--- src/rtl/io_mmio_pkg.sv ---
// Shared register map and bit positions for the memory-mapped UART block.
package io_mmio_pkg;

  typedef enum logic [3:0] {
    REG_STATUS  = 4'h0,
    REG_RXDATA  = 4'h4,
    REG_TXDATA  = 4'h8,
    REG_CONTROL = 4'hC
  } reg_off_e;

  localparam int ST_TX_NOT_FULL  = 0;
  localparam int ST_RX_NOT_EMPTY = 1;
  localparam int ST_RX_OVERFLOW  = 2;
  localparam int ST_TX_DROP      = 3;
  localparam int ST_TX_IDLE      = 4;
  localparam int ST_RX_CNT_LSB   = 8;
  localparam int ST_TX_CNT_LSB   = 16;

  localparam int CTRL_CLR_STICKY = 0;
  localparam int CTRL_FLUSH      = 1;

  // A 256-deep FIFO holds 256 entries, which does not fit the 8-bit field; saturate.
  function automatic logic [7:0] cnt_field(input logic [8:0] c);
    return c[8] ? 8'hFF : c[7:0];
  endfunction

endpackage

--- src/rtl/io_fifo.sv ---
// Synchronous FIFO; push is accepted when full if a pop happens on the same edge.
module io_fifo #(
  parameter int WIDTH = 8,
  parameter int DEPTH = 8,
  localparam int AW = $clog2(DEPTH),
  localparam int CW = AW + 1
) (
  input  logic             clk,
  input  logic             rst,
  input  logic             push,
  input  logic             pop,
  input  logic             flush,
  input  logic [WIDTH-1:0] din,
  output logic [WIDTH-1:0] dout,
  output logic [CW-1:0]    count,
  output logic             full,
  output logic             empty
);

  logic [WIDTH-1:0] r_mem [DEPTH];
  logic [AW-1:0]    r_wr_ptr, r_rd_ptr;
  logic [CW-1:0]    r_count;
  logic             w_pop_ok, w_push_ok;

  assign empty     = (r_count == '0);
  assign full      = (r_count == CW'(DEPTH));
  assign count     = r_count;
  assign dout      = r_mem[r_rd_ptr];
  assign w_pop_ok  = pop & ~empty;
  assign w_push_ok = push & (~full | w_pop_ok);

  always_ff @(posedge clk) begin
    if (w_push_ok) r_mem[r_wr_ptr] <= din;
  end

  always_ff @(posedge clk) begin
    if (rst || flush) begin
      r_wr_ptr <= '0;
      r_rd_ptr <= '0;
      r_count  <= '0;
    end else begin
      if (w_push_ok) r_wr_ptr <= r_wr_ptr + 1'b1;
      if (w_pop_ok)  r_rd_ptr <= r_rd_ptr + 1'b1;
      case ({w_push_ok, w_pop_ok})
        2'b10:   r_count <= r_count + 1'b1;
        2'b01:   r_count <= r_count - 1'b1;
        default: r_count <= r_count;
      endcase
    end
  end

endmodule

--- src/rtl/uart.sv ---
// Existing 8N1 UART core: ready/valid byte interface on both directions.
module uart #(
  parameter int CLK_HZ = 50_000_000,
  parameter int BAUD   = 115_200
) (
  input  logic       clk,
  input  logic       reset,
  input  logic [7:0] DataIn,
  input  logic       DataInValid,
  output logic       DataInReady,
  output logic [7:0] DataOut,
  output logic       DataOutValid,
  input  logic       DataOutReady,
  input  logic       SIn,
  output logic       SOut
);

  localparam int BIT_T = CLK_HZ / BAUD;
  localparam int TW    = $clog2(BIT_T + 1);
  localparam logic [TW-1:0] T_LAST = TW'(BIT_T - 1);
  localparam logic [TW-1:0] T_HALF = TW'(BIT_T / 2 - 1);

  logic [9:0]    r_tx_shift, r_rx_shift;
  logic [3:0]    r_tx_bits, r_rx_bits;
  logic [TW-1:0] r_tx_tmr, r_rx_tmr;
  logic          r_sin1, r_sin2, r_rx_valid;
  logic          w_unused_frame;

  assign DataInReady    = (r_tx_bits == 4'd0);
  assign SOut           = (r_tx_bits == 4'd0) | r_tx_shift[0];
  assign DataOut        = r_rx_shift[8:1];
  assign DataOutValid   = r_rx_valid;
  assign w_unused_frame = r_rx_shift[0] ^ r_rx_shift[9];

  always_ff @(posedge clk) begin
    if (reset) begin
      r_tx_shift <= '1;
      r_tx_bits  <= '0;
      r_tx_tmr   <= '0;
    end else if (DataInValid && DataInReady) begin
      r_tx_shift <= {1'b1, DataIn, 1'b0};
      r_tx_bits  <= 4'd10;
      r_tx_tmr   <= '0;
    end else if (r_tx_bits != 4'd0) begin
      if (r_tx_tmr == T_LAST) begin
        r_tx_tmr   <= '0;
        r_tx_shift <= {1'b1, r_tx_shift[9:1]};
        r_tx_bits  <= r_tx_bits - 4'd1;
      end else begin
        r_tx_tmr <= r_tx_tmr + 1'b1;
      end
    end
  end

  // Receiver waits half a bit after the start edge, then samples at bit centres.
  always_ff @(posedge clk) begin
    if (reset) begin
      r_sin1     <= 1'b1;
      r_sin2     <= 1'b1;
      r_rx_shift <= '0;
      r_rx_bits  <= '0;
      r_rx_tmr   <= '0;
      r_rx_valid <= 1'b0;
    end else begin
      r_sin1 <= SIn;
      r_sin2 <= r_sin1;
      if (r_rx_valid && DataOutReady) r_rx_valid <= 1'b0;
      if (r_rx_bits == 4'd0) begin
        if (!r_sin2) begin
          r_rx_bits <= 4'd10;
          r_rx_tmr  <= T_HALF;
        end
      end else if (r_rx_tmr == '0) begin
        r_rx_shift <= {r_sin2, r_rx_shift[9:1]};
        r_rx_bits  <= r_rx_bits - 4'd1;
        r_rx_tmr   <= T_LAST;
        if (r_rx_bits == 4'd1) r_rx_valid <= 1'b1;
      end else begin
        r_rx_tmr <= r_rx_tmr - 1'b1;
      end
    end
  end

endmodule

--- src/rtl/io_mmio_uart.sv ---
// 16-byte MMIO window around the UART core with RX/TX byte FIFOs and sticky error flags.
module io_mmio_uart
  import io_mmio_pkg::*;
#(
  parameter logic [31:0] BASE_ADDR  = 32'h80000000,
  parameter int          FIFO_DEPTH = 8,
  parameter int          CLK_HZ     = 50_000_000,
  parameter int          BAUD       = 115_200
) (
  input  logic        Clock,
  input  logic        Reset,
  input  logic [31:0] Addr,
  input  logic [31:0] WData,
  input  logic [3:0]  IO_trans,
  input  logic        IO_recv,
  input  logic        FPGA_Sin,
  output logic        FPGA_Sout,
  output logic [31:0] Received
);

  localparam int CW = $clog2(FIFO_DEPTH) + 1;

  logic          w_hit, w_rd, w_wr, w_tx_wr, w_ctrl_wr, w_clr, w_flush;
  logic [3:0]    w_off;
  logic [7:0]    w_tx_dout, w_rx_dout, w_uart_dout;
  logic [CW-1:0] w_tx_count, w_rx_count;
  logic          w_tx_full, w_tx_empty, w_rx_full, w_rx_empty;
  logic          w_tx_valid, w_tx_pop, w_rx_pop, w_uart_in_ready, w_uart_out_valid;
  logic          w_tx_drop_evt, w_rx_ovf_evt;
  logic          r_rx_ovf, r_tx_drop;
  logic [31:0]   w_status, w_rdata;
  logic          w_unused_bits;

  assign w_hit     = (Addr[31:4] == BASE_ADDR[31:4]);
  assign w_off     = Addr[3:0];
  assign w_rd      = IO_recv & ~IO_trans[0];
  assign w_wr      = IO_trans[0] & ~IO_recv;
  assign w_tx_wr   = w_wr & w_hit & (w_off == REG_TXDATA);
  assign w_ctrl_wr = w_wr & w_hit & (w_off == REG_CONTROL);
  assign w_clr     = w_ctrl_wr & WData[CTRL_CLR_STICKY];
  assign w_flush   = w_ctrl_wr & WData[CTRL_FLUSH];
  assign w_rx_pop  = w_rd & w_hit & (w_off == REG_RXDATA) & ~w_rx_empty;

  assign w_tx_valid    = ~w_tx_empty;
  assign w_tx_pop      = w_tx_valid & w_uart_in_ready;
  assign w_tx_drop_evt = w_tx_wr & w_tx_full & ~w_tx_pop;
  assign w_rx_ovf_evt  = w_uart_out_valid & w_rx_full & ~w_rx_pop;
  assign w_unused_bits = ^{WData[31:8], IO_trans[3:1]};

  io_fifo #(.WIDTH(8), .DEPTH(FIFO_DEPTH)) u_tx_fifo (
    .clk(Clock), .rst(Reset), .push(w_tx_wr), .pop(w_tx_pop), .flush(w_flush),
    .din(WData[7:0]), .dout(w_tx_dout), .count(w_tx_count),
    .full(w_tx_full), .empty(w_tx_empty)
  );

  io_fifo #(.WIDTH(8), .DEPTH(FIFO_DEPTH)) u_rx_fifo (
    .clk(Clock), .rst(Reset), .push(w_uart_out_valid), .pop(w_rx_pop), .flush(w_flush),
    .din(w_uart_dout), .dout(w_rx_dout), .count(w_rx_count),
    .full(w_rx_full), .empty(w_rx_empty)
  );

  uart #(.CLK_HZ(CLK_HZ), .BAUD(BAUD)) u_uart (
    .clk(Clock), .reset(Reset),
    .DataIn(w_tx_dout), .DataInValid(w_tx_valid), .DataInReady(w_uart_in_ready),
    .DataOut(w_uart_dout), .DataOutValid(w_uart_out_valid), .DataOutReady(1'b1),
    .SIn(FPGA_Sin), .SOut(FPGA_Sout)
  );

  // A new event on the same edge as a clear wins, so no error is lost.
  always_ff @(posedge Clock) begin
    if (Reset) begin
      r_rx_ovf  <= 1'b0;
      r_tx_drop <= 1'b0;
    end else begin
      if (w_rx_ovf_evt)  r_rx_ovf <= 1'b1;
      else if (w_clr)    r_rx_ovf <= 1'b0;
      if (w_tx_drop_evt) r_tx_drop <= 1'b1;
      else if (w_clr)    r_tx_drop <= 1'b0;
    end
  end

  always_comb begin
    w_status                           = '0;
    w_status[ST_TX_NOT_FULL]           = ~w_tx_full;
    w_status[ST_RX_NOT_EMPTY]          = ~w_rx_empty;
    w_status[ST_RX_OVERFLOW]           = r_rx_ovf;
    w_status[ST_TX_DROP]               = r_tx_drop;
    w_status[ST_TX_IDLE]               = w_tx_empty & w_uart_in_ready;
    w_status[ST_RX_CNT_LSB +: 8]       = cnt_field(9'(w_rx_count));
    w_status[ST_TX_CNT_LSB +: 8]       = cnt_field(9'(w_tx_count));
  end

  always_comb begin
    w_rdata = '0;
    if (w_hit) begin
      case (w_off)
        REG_STATUS: w_rdata = w_status;
        REG_RXDATA: if (!w_rx_empty) w_rdata = {24'h0, w_rx_dout};
        default:    w_rdata = '0;
      endcase
    end
  end

  always_ff @(posedge Clock) begin
    if (Reset)     Received <= '0;
    else if (w_rd) Received <= w_rdata;
  end

endmodule

--- config.mk ---
export PLATFORM = sky130hd
export DESIGN_NAME = io_mmio_uart
export DESIGN_NICKNAME = d
export VERILOG_FILES = /design/src/rtl/io_mmio_pkg.sv /design/src/rtl/io_fifo.sv /design/src/rtl/uart.sv /design/src/rtl/io_mmio_uart.sv
export SDC_FILE = /design/constraint.sdc
export NUM_CORES = 1
export LEC_CHECK = 0
export CAP_MARGIN = 40
export CELL_PAD_IN_SITES_DETAIL_PLACEMENT = 2
export CELL_PAD_IN_SITES_GLOBAL_PLACEMENT = 2
export CORE_ASPECT_RATIO = 0.7
export CORE_MARGIN = 2
export CORE_UTILIZATION = 42
export DETAILED_ROUTE_END_ITERATION = 16
export GPL_ROUTABILITY_DRIVEN = 0
export PLACE_DENSITY_LB_ADDON = 0.1
export SLEW_MARGIN = 0
export SYNTH_ARGS = -nofsm -noshare
export SYNTH_HDL_FRONTEND = slang
export SYNTH_SLANG_ARGS = --single-unit
export TNS_END_PERCENT = 5
--- constraint.sdc ---
create_clock -name Clock -period 5.48 [get_ports Clock]
set_clock_uncertainty 0.15 [all_clocks]
set_input_delay 1.37 -clock Clock [delete_from_list [all_inputs] [get_ports Clock]]
set_output_delay 1.37 -clock Clock [all_outputs]
set_load 0.01 [all_outputs]
==> run metrics, run 1 <==
critical path class=in2reg; # DRC=0; hold path cells=1; row count=45; initial antenna violation count=0; largest net degree at the start of global routing=46; via/cell ratio=5.61; CTS tree=done; Most used DFF post-synth=edfxtp_1; number of H-tree levels=1; Pins Over Slew Limit=0; port bufs=61; Post-Synthesis Cells=721; setup TNS=0 ns; die height=129 µm; Req. time, crit path=5.78 ns; Layout Nets=888; Synth top area share=41.2%; post-synth cell types=63; final core utilization=51.2%; Final setup viols=0; reg2reg end=u_tx_fifo.count[3]; Post-synth EDFFs=128; FILL cells=2082; post-cts resize count=0; starting density of the core=42.9%; slew at the pin with the worst max-slew slack=0.930 ns; Post-Synthesis Cell Area=9320 µm²; layout cells sized above 1=15.7%; Reg2Reg Setup Slack=1.48 ns; post-synth top area cell=edfxtp_1; hold_sp=u_uart.r_sin1; unrepaired setup endpoints after global routing=no; WP data arrival=4.75 ns; power density cells=363 nW/µm²; Root Buffer=clkbuf_16; leading post-synthesis cells by cell area=edfxtp_1 41%, dfxtp_1 20%, mux4_2 7.7%, nand2_1 2.7%, nor2_1 2.5%; TritonCTS buffer count=23; Die X-Extent=182 µm; Hold EP=u_uart.r_sin2; HP Class=reg2reg; DRT antenna net count=0; CTS Sinks=219; DIE AREA=23400 µm²; CTS Buffer Depth=3; Final Hold Vio Count=0; worst-path maximum fanout=7; Post-CTS Setup Inserts=0; depth of the most critical reg-to-reg path=12; r2r startpoint=u_uart.r_tx_bits[0]; Tot GR Track Use=23.5%; top-level I/O count=105; number of global-route vias before repair=6754; clock latency at the later pin of the worst-skew pair=0.54 ns; Initial DRT Pass Iterations=4; Worst setup SP type=input pin; FF/Latch Area=5670 µm²; dpl hpwl=18000 µm; Worst VDD drop=0.246 mV; vias after detailed routing=6176; Max Cap Violations=0; global-route wire length before repair=41500 µm; Reg clk slew, reported paths=0.06 ns; Placeable Area=21700 µm²; final WL=26600 µm; Multi-input gate area=3370 µm²; crit path capture type=register; Async SR Flop Fraction=0%; status=finished, final reports clean; post-route minimum period=4.45 ns; CTS Hold Bufs=0; fmax=225 MHz; max_slew headroom=37.4%; Yosys reg bits=219; Pleak=3.66 nW; fin crit share=81.2%; initial drt markers=374; Syn Area/Cell=12.9 µm²; grt ovf=0; Avg WL per Cell=24.2 µm; synthesis-to-layout area growth=19.3%; Seq/Total Area, Yosys=60.8%; synth warn=0
cell usage in the layout, fill, tap and decap left out, drive strengths merged, types with 3 or more instances in the layout:
cell and count:
edfxtp 128, dfxtp 91, nand2 66, nor2 64
clkdlybuf4s50 60, a21oi 42, mux4 32, o21ai 28
inv 26, clkbuf 25, buf 25, nor3 20
mux2i 17, nor4 17, conb 16, ha 15
mux2 15, xor2 11, a22oi 11, nand3 10
nand4 9, nand2b 8, or3 8, clkinv 8
a31oi 6, nor4b 6, xnor2 5, a211oi 5
bufinv 5, or4 4, nor2b 3, nor3b 3
power by group:
group          switching, W  internal [W]  leakage (nW)
Clock              0.000703       0.00104         0.403
Combinational      0.000308      0.000163          1.35
Sequential        0.0000452       0.00178          1.90
Total               0.00106       0.00298          3.66
metal layers:
| layer | share of wire, % | vias up | global-route usage, % |
|---|---|---|---|
| met1 | 43 | 3167 | 31.1 |
| met2 | 50 | 144 | 40.8 |
| met3 | 4.9 | 44 | 3.65 |
| met5 | 0 | - | 0 |
| li1 | - | 2821 | - |
| met4 | 2.2 | 0 | 6.31 |
cells by family (layout without fill, tap and decap cells):
family	count (synthesis)	in the layout	synth area share, %
AOI/OAI and AO/OA	106	106	6.90
xor gates and xnor gates	16	16	1.50
adders and majority gates	16	16	2.23
buffers and inverters	70	151	3.68
DFF	219	219	60.8
muxes	64	64	11.4
other	1	17	0.0402
and+or+nand+nor	229	229	13.5
how the worst max path moves through the flow:
| stage | start | endpoint | slack, ns | cells past startpoint |
|---|---|---|---|---|
| global route | Addr[1] | u_tx_fifo.count[3] | 0.66 | 12 |
| global placement | Addr[1] | u_tx_fifo.count[3] | 0.56 | 12 |
| detailed placement | Addr[1] | u_tx_fifo.count[3] | 0.46 | 12 |
| finish | Addr[1] | u_tx_fifo.count[3] | 1.03 | 12 |
| CTS | Addr[1] | u_tx_fifo.count[3] | 0.94 | 12 |
| floorplan | Addr[26] | u_rx_fifo.r_mem[0][0] | 1.47 | 6 |
sequential cells by signal, indices dropped and copies added (netlist names), 4 cells and up, named ones only:
register,flops
Received,16
u_rx_fifo.r_mem,64
u_tx_fifo.r_mem,64
u_rx_fifo.count,4
u_uart.r_tx_shift,9
u_uart.r_tx_tmr,9
u_uart.r_rx_tmr,9
u_uart.r_rx_bits,4
u_uart.r_tx_bits,4
u_uart.r_rx_shift,9
u_tx_fifo.count,4
Yosys cell counts (all sizes together) (4+ instances only):
master / instances
nor4b: 6
xor2: 11
a22oi: 11
nand3: 10
ha: 15
mux2: 15
o21ai: 28
buf: 30
xnor2: 5
nor3: 20
mux4: 32
a21oi: 42
nand2b: 8
dfxtp: 91
mux2i: 17
or4: 4
nand4: 9
edfxtp: 128
nand2: 66
nor2: 64
or3: 8
nor4: 17
a31oi: 6
inv: 23
a211oi: 5
clkbuf: 16
worst max-delay path, cell delays in order:
cell and delay [ns]:
clkdlybuf4s50_1 0.47, nor4b_1 0.60, nand4_1 0.26, nor4b_4 0.48, inv_1 0.10, ha_1 0.26, ha_1 0.29, a21o_1 0.19
a21oi_1 0.18, xnor2_1 0.10, or3_1 0.31, a21oi_1 0.15
layout make-up:
class / instances / share of cell area [%]
antenna: 1 / 0.0225
clock buffer: 25 / 5.33
clock inverter: 17 / 2.23
inverter: 24 / 0.810
multi-input combinational: 447 / 30.3
sequential: 219 / 50.9
tap: 282 / 3.17
timing repair buffer: 85 / 7.18
metrics by stage:
step                      cell area [µm²]  instances  setup WS, ns  hold slack [ns]  total power, W
after floorplan                      9380        736          1.47            0.239         0.00217
after global placement              10200       1052         0.563            0.244         0.00228
after detailed placement            10300       1057         0.460            0.254         0.00232
after CTS                           11100       1099         0.935            0.269         0.00407
after global routing                11100       1099         0.658            0.295         0.00421
final                               11100       1100          1.03            0.265         0.00403
Note: power is estimated with default switching activity, not from simulation.
==> run 2, diff against run 1 <==
--- a/config.mk
+++ b/config.mk
@@ -10,7 +10,7 @@
 export CELL_PAD_IN_SITES_GLOBAL_PLACEMENT = 2
 export CORE_ASPECT_RATIO = 0.7
 export CORE_MARGIN = 2
-export CORE_UTILIZATION = 42
+export CORE_UTILIZATION = 39
 export DETAILED_ROUTE_END_ITERATION = 16
 export GPL_ROUTABILITY_DRIVEN = 0
 export PLACE_DENSITY_LB_ADDON = 0.1
==> constraint.sdc (replaced) <==
create_clock -name Clock -period 4.6 [get_ports Clock]
set_clock_uncertainty 0.15 [all_clocks]
set_input_delay 1.15 -clock Clock [delete_from_list [all_inputs] [get_ports Clock]]
set_output_delay 1.15 -clock Clock [all_outputs]
set_load 0.01 [all_outputs]
==> run metrics, run 2 (synthesized netlist as in run 1, its figures left out) <==
grt met1 use=29.0%; starting density of the core=39.5%; CTS Hold Bufs=0; antenna cells=0; Pins Over Slew Limit=0; Root Buffer=clkbuf_16; CTS Buffer Depth=3; Regs by FF count=u_rx_fifo.r_mem: 64 flops, u_tx_fifo.r_mem: 64 flops, Received: 16 flops; Final Hold Vio Count=0; status=finished, final reports clean; Reg clk slew, reported paths=0.06 ns; Reg2Reg Setup Slack=1.05 ns; CP peak stage delay=0.45 ns; number of global-route vias before repair=6922; most frequent cells in the layout=128 x edfxtp_1, 91 x dfxtp_1, 66 x nand2_1; global routing's busiest layer=met2; cell at the slowest stage of the critical path=clkdlybuf4s50_1; Layout Nets=900; die height=133 µm; most common cell after layout, fill and taps aside=edfxtp_1; Post-CTS Setup Inserts=0; layout cells sized above 1=16.3%; global-route wire length before repair=40900 µm; Pleak=3.66 nW; Req. time, crit path=4.90 ns; Initial DRT Pass Iterations=4; initial drt markers=397; dpl hpwl=18700 µm; clock latency at the later pin of the worst-skew pair=0.52 ns; max_slew headroom=42.7%; CTS Sinks=219; Tot GR Track Use=21.1%; TritonCTS buffer count=23; number of H-tree levels=1; crit path capture type=register; largest net degree at the start of global routing=27; Max Cap Violations=0; met3 Track Usage GR=3.06%; final worst slack=0.809 ns; grt ovf=0; CTS tree=done; area post-placement=10400 µm²; Finished Cell Area=11100 µm²; port bufs=61; via/cell ratio=5.46; unrepaired setup endpoints after global routing=no; DIE AREA=25200 µm²; vias after detailed routing=6259; critical path class=in2reg; fmax=264 MHz; power density cells=409 nW/µm²; Final setup viols=0; synthesis-to-layout area growth=19.5%; DP Worst Slack=0.263 ns; Die X-Extent=189 µm; grt met2 use=35.7%; final core utilization=47.2%; top-level I/O count=105; final WL=26300 µm; slew at the pin with the worst max-slew slack=0.859 ns; post-route minimum period=3.79 ns; Placeable Area=23600 µm²; CP cell instances=clkdlybuf4s50_1 > nor4b_1 > nand4_1 > nor4b_4 > inv_1 > ha_1 > ha_1 > a21o_1 > a21oi_1 > xnor2_1 > or3_1 > a21oi_1; # DRC=0; WP data arrival=4.09 ns; initial antenna violation count=0; fin crit share=82.4%; Avg WL per Cell=22.9 µm; DRT antenna net count=0; setup TNS=0 ns; Worst setup SP type=input pin; worst-path maximum fanout=3; post-cts resize count=0; HP Class=reg2reg; Worst VDD drop=0.261 mV; row count=47
run 2: cell types whose count changed in the layout (fill, tap and decap cells not counted), sizes merged:
| cell | delta |
|---|---|
| bufinv | -3 |
| clkinv | +1 |
| diode | -1 |
| clkbuf | +3 |
| clkdlybuf4s18 | +1 |
| inv | -3 |
| clkinvlp | +1 |
| buf | +11 |
run 2: where the power goes:
group	switching, W	internal, W	total [W]	leakage [nW]
Clock	0.000773	0.00105	0.00182	0.346
Combinational	0.000367	0.000196	0.000563	1.41
Sequential	0.0000566	0.00212	0.00217	1.90
run 2: worst paths after layout:
path / end / startpoint / cells after the start
worst max-delay path: u_tx_fifo.count[3] / Addr[1] / 12
worst min-delay path: u_uart.r_sin2 / u_uart.r_sin1 / 1
worst max register to register: u_tx_fifo.count[3] / u_uart.r_tx_bits[0] / 13
worst min register to register: u_uart.r_sin2 / u_uart.r_sin1 / 1
run 2: critical path, delay by kind of cell:
family	cells	cell delay, ns
compound gates	3	0.51
simple gates	4	1.28
fa+ha+maj	2	0.52
xor+xnor	1	0.10
buf+inv	2	0.53
run 2: metrics by stage:
stage	cells	hold WS (ns)	power, W
final	1146	0.263	0.00456
after CTS	1145	0.266	0.00460
after global routing	1146	0.294	0.00475
after floorplan	736	0.239	0.00258
after detailed placement	1104	0.252	0.00278
after global placement	1101	0.244	0.00273
run 2: area by class of cell:
class                           instances  area [µm²]
Tap cell                              318         398
Multi-Input combinational cell        447        3370
Clock buffer                           28         604
Sequential cell                       219        5670
Fill cell                            2301       12400
Timing Repair Buffer                   97         890
Inverter                               24        90.1
Clock inverter                         13         121
run 2: routing by layer:
layer,routed length [µm],vias to the layer above,share of wire (%)
met5,0,-,0
met4,480,0,1.8
met3,1240,40,4.7
met2,12800,147,49
met1,11800,3240,45
li1,-,2832,-
